[config.mk]
export PLATFORM = sky130hd
export DESIGN_NAME = jstepper_flat
export DESIGN_NICKNAME = d
export VERILOG_FILES = /design/src/rtl/jstepper_if.sv /design/src/rtl/jstepper.sv /design/src/flat_wrapper.sv
export SDC_FILE = /design/constraint.sdc
export NUM_CORES = 1
export LEC_CHECK = 0
export CAP_MARGIN = 20
export CORE_AREA = 5 5 42 44
export DETAILED_ROUTE_END_ITERATION = 8
export DIE_AREA = 0 0 47 49
export GPL_TIMING_DRIVEN = 0
export PLACE_DENSITY_LB_ADDON = 0.2
export RECOVER_POWER = 100
export SLEW_MARGIN = 20
export SYNTH_ARGS = -nofsm -noshare
export SYNTH_HDL_FRONTEND = slang
export SYNTH_SLANG_ARGS = --single-unit
[constraint.sdc]
create_clock -name clk -period 3 [get_ports clk]
set_input_delay 0.6 -clock clk [delete_from_list [all_inputs] [get_ports clk]]
set_output_delay 0.6 -clock clk [all_outputs]
set_load 0.02 [all_outputs]
[src/rtl/jstepper_if.sv]
// Control-side bundle of the instruction stepper: halt/restart requests in,
// one-hot step lines, clock phases and status out.
interface jstepper_if #(
    parameter int N = 6
);
    logic         halt;
    logic         restart;
    logic [N-1:0] bos;
    logic         clk_e;
    logic         clk_s;
    logic         done;
    logic         running;

    modport master (
        output halt, restart,
        input  bos, clk_e, clk_s, done, running
    );

    modport slave (
        input  halt, restart,
        output bos, clk_e, clk_s, done, running
    );
endinterface

[src/rtl/jstepper.sv]
// Instruction stepper: one-hot step lines plus nested enable/set phases,
// four phase ticks per step, with halt parking at instruction boundaries.
//
//   mode   | meaning
//   -------+-----------------------------------------------------------
//   S_RUN  | dividing clk into phase ticks and walking the steps
//   S_PARK | halted in step 1, phase 0; resumes in phase 1 once halt drops
module jstepper #(
    parameter int N   = 6,
    parameter int DIV = 1
) (
    input  logic         clk,
    input  logic         reset,
    jstepper_if.slave    sif
);
    localparam int DW = (DIV > 1) ? $clog2(DIV) : 1;
    localparam int SW = $clog2(N);
    localparam logic [DW-1:0] DV_LAST = DW'(DIV - 1);
    localparam logic [SW-1:0] ST_LAST = SW'(N - 1);

    typedef enum logic {S_RUN, S_PARK} mode_t;

    mode_t         mode_q, mode_d;
    logic [DW-1:0] dv_q, dv_d;
    logic [1:0]    ph_q, ph_d;
    logic [SW-1:0] st_q, st_d;
    logic          rp_q, rp_d;
    logic          done_q, done_d;
    logic          tick, boundary, wrap;

    always_ff @(posedge clk) begin
        if (reset) begin
            mode_q <= S_RUN;
            dv_q   <= '0;
            ph_q   <= 2'd0;
            st_q   <= '0;
            rp_q   <= 1'b0;
            done_q <= 1'b0;
        end else begin
            mode_q <= mode_d;
            dv_q   <= dv_d;
            ph_q   <= ph_d;
            st_q   <= st_d;
            rp_q   <= rp_d;
            done_q <= done_d;
        end
    end

    always_comb begin
        mode_d   = mode_q;
        dv_d     = dv_q;
        ph_d     = ph_q;
        st_d     = st_q;
        rp_d     = rp_q | sif.restart;
        done_d   = 1'b0;
        tick     = (mode_q == S_RUN) && (dv_q == DV_LAST);
        boundary = tick && (ph_q == 2'd3);
        wrap     = 1'b0;
        case (mode_q)
            S_RUN: begin
                dv_d = tick ? '0 : dv_q + DW'(1);
                if (tick)
                    ph_d = ph_q + 2'd1;
                if (boundary) begin
                    // A restart seen in the boundary cycle itself is consumed here too.
                    if (rp_q || sif.restart) begin
                        wrap = 1'b1;
                        rp_d = 1'b0;
                    end else if (st_q == ST_LAST) begin
                        wrap = 1'b1;
                    end else begin
                        st_d = st_q + SW'(1);
                    end
                    if (wrap) begin
                        st_d   = '0;
                        done_d = 1'b1;
                        if (sif.halt)
                            mode_d = S_PARK;
                    end
                end
            end
            S_PARK: begin
                dv_d = '0;
                if (!sif.halt) begin
                    mode_d = S_RUN;
                    ph_d   = 2'd1;
                end
            end
            default: mode_d = S_RUN;
        endcase
    end

    always_comb begin
        sif.bos = '0;
        for (int i = 0; i < N; i++)
            sif.bos[i] = (st_q == SW'(i));
        sif.clk_e   = (ph_q == 2'd1) || (ph_q == 2'd2);
        sif.clk_s   = (ph_q == 2'd2);
        sif.done    = done_q;
        sif.running = (mode_q == S_RUN);
    end
endmodule

[src/flat_wrapper.sv]
// flat-port wrapper written by rule: the top's interface ports become plain ports
module jstepper_flat 
#(
    parameter int N   = 6,
    parameter int DIV = 1
)
  (clk, reset, sif_halt, sif_restart, sif_bos, sif_clk_e, sif_clk_s, sif_done, sif_running);
  jstepper_if #(.N(N)) sif_i ();
  input  logic clk;
  input  logic reset;
  input wire logic [$bits(sif_i.halt)-1:0] sif_halt;
  input wire logic [$bits(sif_i.restart)-1:0] sif_restart;
  output wire logic [$bits(sif_i.bos)-1:0] sif_bos;
  output wire logic [$bits(sif_i.clk_e)-1:0] sif_clk_e;
  output wire logic [$bits(sif_i.clk_s)-1:0] sif_clk_s;
  output wire logic [$bits(sif_i.done)-1:0] sif_done;
  output wire logic [$bits(sif_i.running)-1:0] sif_running;
  assign sif_i.halt = sif_halt;
  assign sif_i.restart = sif_restart;
  assign sif_bos = sif_i.bos;
  assign sif_clk_e = sif_i.clk_e;
  assign sif_clk_s = sif_i.clk_s;
  assign sif_done = sif_i.done;
  assign sif_running = sif_i.running;
  jstepper #(.N(N), .DIV(DIV)) u_core (.clk(clk), .reset(reset), .sif(sif_i));
endmodule
Yosys cells after proc, flatten, opt, wreduce, memory -nomap -nowiden. Index checks and enable logic that the tools add are counted.

Input port bits: 4. Memories kept: 0. Bits in writable memories: 0. Flip-flop bits (word level): 9. Bits in latches: 0. Bits in read-only memories: 0.

Reduce and logical (&&, ||, !) cells: 8. Mux-type cells: 20. Shift operators: 0. Bitwise gates (word level): 4. $mul: 0. Equality and inequality tests: 12. $add $sub $neg: 3. Divide/modulo/power cells: 0. Order comparisons: 0.

Operator list (number): 2-to-1 mux 1 bit (12); 2-to-1 mux 3 bit (3); equality test 3 x 2 -> 1 bit (second input constant) (2); equality test 3 bit (second input constant) (2); equality test 2 bit (second input constant) (2); 2-to-1 mux 2 bit (2); inequality test 2 x 1 -> 1 bit (second input constant) (2); inequality test 2 bit (second input constant) (2); case mux 1 bit (2 select lines) (2); case mux 2 bit (2 select lines) (1); AND reduction 4 bit (1); adder 3 x 1 -> 3 bit (second input constant) (1); equality test 3 x 1 -> 1 bit (second input constant) (1); logical NOT 3 bit (1); NOT 1 bit (3); OR reduction 3 bit (1); adder 2 x 1 -> 2 bit (second input constant) (1); equality test 2 x 1 -> 1 bit (second input constant) (1); logical AND 1 bit (2); logical OR 1 bit (2); AND reduction 2 bit (1); adder 1 bit (second input constant) (1); bitwise OR 1 bit (1).

Longest topological paths before layout.
Word-level depth: 8. Depth in mapped cells: 5. Depth with buffers taken out: 5.

Worst setup path after synthesis. No wires, ideal clock.

Path type: register to output. From: register u_core.st_q[1]. To: output port sif_bos[1]. Data required time: 2400 ps. Cell stages (with the launch flop): 4. Path slack: 1499 ps. Data arrival time: 901 ps. Cells stage by stage: dfxtp_1 > inv_1 > ha_1 > nor2b_1.

Cells in the longest elaborated chain, start to end: 1.

Ends and longest elaborated chain: start: declaration (line jstepper.sv:26) `logic [SW-1:0] st_q, st_d;`; start signal: assignment (line jstepper.sv:43) `st_q <= st_d;`; equality test 3 x 1 -> 1 bit (line jstepper.sv:96) `sif.bos[i] = (st_q == SW'(i));`; end: declaration (line flat_wrapper.sv:13) `output wire logic [$bits(sif_i.bos)-1:0] sif_bos;`.

Every way passes these cells.

Worst setup path after layout.
From: register u_core.st_q[0]. To: output port sif_bos[4].

Cells in the longest elaborated chain, start to end: 1.

Ends and longest elaborated chain (line): equality test 3 bit (jstepper.sv:96).

Every way passes these cells.

==> metrics.log <==
INFO  metric antenna-diode-count = 0
INFO  metric worst_ep_arrival_time = 1720 ps
INFO  metric post-route-period-util = 77.2%
INFO  metric whs_endpoint = u_core.rp_q
INFO  metric final_weighted_congestion_in_routability_driven_placement = 0.675
INFO  metric grt_use_total = 8.74%
INFO  metric synth_top_cells_by_area = sky130_fd_sc_hd__dfxtp_1 (38%), sky130_fd_sc_hd__ha_1 (19%), sky130_fd_sc_hd__inv_1 (4.8%)
INFO  metric routedWlPerCell = 10.2 µm
INFO  metric fill_cell_instance_count_of_the_final_layout = 159
INFO  metric synth_largest_type_area_fraction = 38.1%
INFO  metric synthSimpleGateAreaFrac = 24.1%
INFO  metric routed_via_density = 4.61
INFO  metric r2r_setup_slk = 1310 ps
INFO  metric syn-instance-count = 53
INFO  metric slew_headroom = 56.8%
INFO  metric post-route-util = 45.3%
INFO  metric yosysWarnings = 0
INFO  metric floorplan.initialDensity = 33.8%
INFO  metric initialDrtViolationCount = 1
INFO  metric timing.critical_path.from_type = flop
INFO  metric finalWorstPathRequiredPeriod = 2320 ps
INFO  metric synth_compound_area_share = 10.6%
INFO  metric route.vias.total = 392
INFO  metric cts.reportedPaths.clkPinSlew = 60 ps
INFO  metric rr_endpoint = u_core.mode_q
INFO  metric ys_seq_elements = 9
INFO  metric die_w = 47 µm
INFO  metric dominant_combinational_cell_family_by_area_after_synthesis = simple AND/OR/NAND/NOR gates
INFO  metric mappedNetlistNets = 64
INFO  metric yosys.cell_count.top_type = sky130_fd_sc_hd__dfxtp_1
INFO  metric hold_path_stages = 2
INFO  metric critical_path.startpoint = u_core.st_q[0]
INFO  metric area_growth_syn_to_layout = 34.1%
INFO  metric yosys-mux-area-fraction = 2.38%
INFO  metric timing.final.hold_violations = 0
INFO  metric outcome = finished clean
INFO  metric total_leakage_power = 0.279 nW
INFO  metric design.die.area = 2300 µm²
INFO  metric timing.critical_path.slowest_cell_delay = 640 ps
INFO  metric drt_pass1_iterations = 3
INFO  metric finalSetupViolations = 0
INFO  metric cts_resized = 0
INFO  metric detail_route.drc_violations = 0
INFO  metric placement_rows = 14
INFO  metric clock.fmax = 0.432 GHz
INFO  metric reg2reg_from = u_core.st_q[1]
INFO  metric holdCritPathClass = reg -> reg
INFO  metric fin_worst_skew = 4.16 ps
INFO  metric netlist_area = 473 µm²
INFO  metric core_region_area = 1400 µm²
INFO  metric insertion_delay = 250 ps
INFO  metric nets = 81
INFO  metric root_buffer = sky130_fd_sc_hd__clkbuf_4
INFO  metric synth_cell_type_count = 21
INFO  metric post_route_ant_nets = 0
INFO  metric timing.final.max_slew_violations = 0
INFO  metric dominantRegCellSynth = sky130_fd_sc_hd__dfxtp_1
INFO  metric synthDominantAreaCellType = sky130_fd_sc_hd__dfxtp_1
INFO  metric worst_r2r_path_depth = 5
INFO  metric setup.worst_path.end_class = primary output
INFO  metric postSynth.asyncResetShare = 0%
INFO  metric synth_adder_area_share = 18.5%
INFO  metric synth_xor_area_share = 0%
INFO  metric worst-setup-path-type = reg -> out
INFO  metric vdd_drop_max = 0.177 mV
INFO  metric grt_max_degree = 9
INFO  metric worstHoldStart = u_core.rp_q
INFO  metric grt_setup_unrepaired = no
INFO  metric ctsHoldBuffers = 0
INFO  metric port_buffers = 12
INFO  metric cell_breakdown_of_the_critical_path = inv_1 > ha_1 > and2_1 > dlygate4sd3_1
INFO  metric cp.required = 2400 ps
INFO  metric cts_buffers = 3
INFO  metric tritoncts = yes
INFO  metric post_cts_buffers = 0
INFO  metric pwr_density_cell = 380 nW/µm²
INFO  metric dpl.hpwl = 707 µm
INFO  metric totalNegativeSetupSlack = 0 ps
INFO  metric netlist_top_cells_count = sky130_fd_sc_hd__dfxtp_1 (9), sky130_fd_sc_hd__ha_1 (7), sky130_fd_sc_hd__inv_1 (6), sky130_fd_sc_hd__a21oi_1 (4)
INFO  metric number_of_flops_mapped_to_enable_cells_by_yosys = 0
INFO  metric clock_path_buffers = 2
INFO  metric grt_pass1_wl = 1400 µm
INFO  metric max_slew.worst_pin.slew = 644 ps
INFO  metric drive_above_1_share = 5.80%
INFO  metric max_cap_viol = 0
INFO  metric critical_path.slowest_cell = sky130_fd_sc_hd__dlygate4sd3_1
INFO  metric seq_area_frac_synth = 38.1%
INFO  metric syn_avg_cell_area = 8.92 µm²
INFO  metric vias_in_the_first_global_route = 345
INFO  metric io-pin-count = 14
INFO  metric wl = 870 µm
INFO  metric htreeDepth = 1
INFO  metric die_height = 49 µm
INFO  metric number_of_antenna_violations_at_the_first_check_in_global_routing = 0
INFO  metric gr_ovfl_total = 0
INFO  metric critPathMaxFanout = 4
INFO  metric clock_sink_count = 9
## how the worst max path moves through the flow
stage / slack (ps) / depth (start not counted) / end
after detailed placement: 1030 / 4 / sif_clk_e
final: 680 / 4 / sif_bos[4]
after global routing: 600 / 4 / sif_bos[4]
after global placement: 1050 / 4 / sif_clk_e
after floorplan: 1500 / 3 / sif_bos[1]
after CTS: 750 / 4 / sif_clk_e
## metrics by stage
stage	power [mW]	setup slack (ps)	std cells	instance area [µm²]	hold slack (ps)
after detailed placement	0.157	1030	81	613	491
after CTS	0.249	746	85	639	499
final	0.241	684	85	634	488
after global routing	0.257	603	85	634	520
after floorplan	0.145	1500	53	473	469
after global placement	0.156	1050	81	613	487
## routing by layer
layer	GRT usage, %	vias up	wire length [µm]
li1	-	206	-
met1	9.71	174	375
met2	12.0	10	426
met3	3.32	2	55
met4	8.29	0	13
met5	0	-	0
## area by class of cell
type	instances	area [µm²]	share of cell area, %
buffer	1	3.75	0.592
tap	16	20.0	3.16
timing repair buffer	12	120	18.9
sequential	9	180	28.4
multi-input combinational	37	262	41.2
clock buffer	4	26.3	4.14
inverter	6	22.5	3.55
## critical path: cells and delay by family, from the launching register on
| kind | cells | cell delay [ps] |
|---|---|---|
| buf+inv | 2 | 740 |
| flops | 1 | 380 |
| fa+ha+maj | 1 | 210 |
| simple gates | 1 | 140 |
## registers in the layout, summed over array words and instances, names as in the netlist
name	cells
u_core.ph_q	2
u_core.mode_q	1
u_core.rp_q	1
u_core.st_q	3
u_core.sif.done	1
u_core.dv_q	1
## logic make-up after synthesis
family | after synthesis
buffers and inverters | 7
other | 1
adders and majority gates | 7
muxes | 1
and+or+nand+nor | 20
AOI/OAI and AO/OA | 8
DFF | 9
## layout by cell type, fill, tap and decap left out
cell type / count
sky130_fd_sc_hd__dlygate4sd3_1: 12
sky130_fd_sc_hd__dfxtp_1: 9
sky130_fd_sc_hd__ha_1: 7
sky130_fd_sc_hd__inv_1: 6
sky130_fd_sc_hd__a21oi_1: 4
sky130_fd_sc_hd__nor2b_1: 3
sky130_fd_sc_hd__nand2_1: 3
sky130_fd_sc_hd__nor2_1: 3
sky130_fd_sc_hd__nor3_1: 3
sky130_fd_sc_hd__clkbuf_4: 3
sky130_fd_sc_hd__and2_1: 2
sky130_fd_sc_hd__nand3_1: 2
sky130_fd_sc_hd__o21ai_0: 2
sky130_fd_sc_hd__a211oi_1: 1
sky130_fd_sc_hd__nor3b_1: 1
sky130_fd_sc_hd__or3b_4: 1
sky130_fd_sc_hd__buf_1: 1
sky130_fd_sc_hd__nand3b_1: 1
sky130_fd_sc_hd__mux2_1: 1
sky130_fd_sc_hd__o21a_1: 1
sky130_fd_sc_hd__and3b_1: 1
sky130_fd_sc_hd__clkbuf_1: 1
sky130_fd_sc_hd__conb_1: 1
## power breakdown
| group | switching [mW] | internal, mW |
|---|---|---|
| Sequential | 0.00323 | 0.123 |
| Combinational | 0.0131 | 0.0112 |
| Clock | 0.0392 | 0.0510 |
| Total | 0.0555 | 0.186 |
No activity file was read; power rests on OpenSTA's default activity.
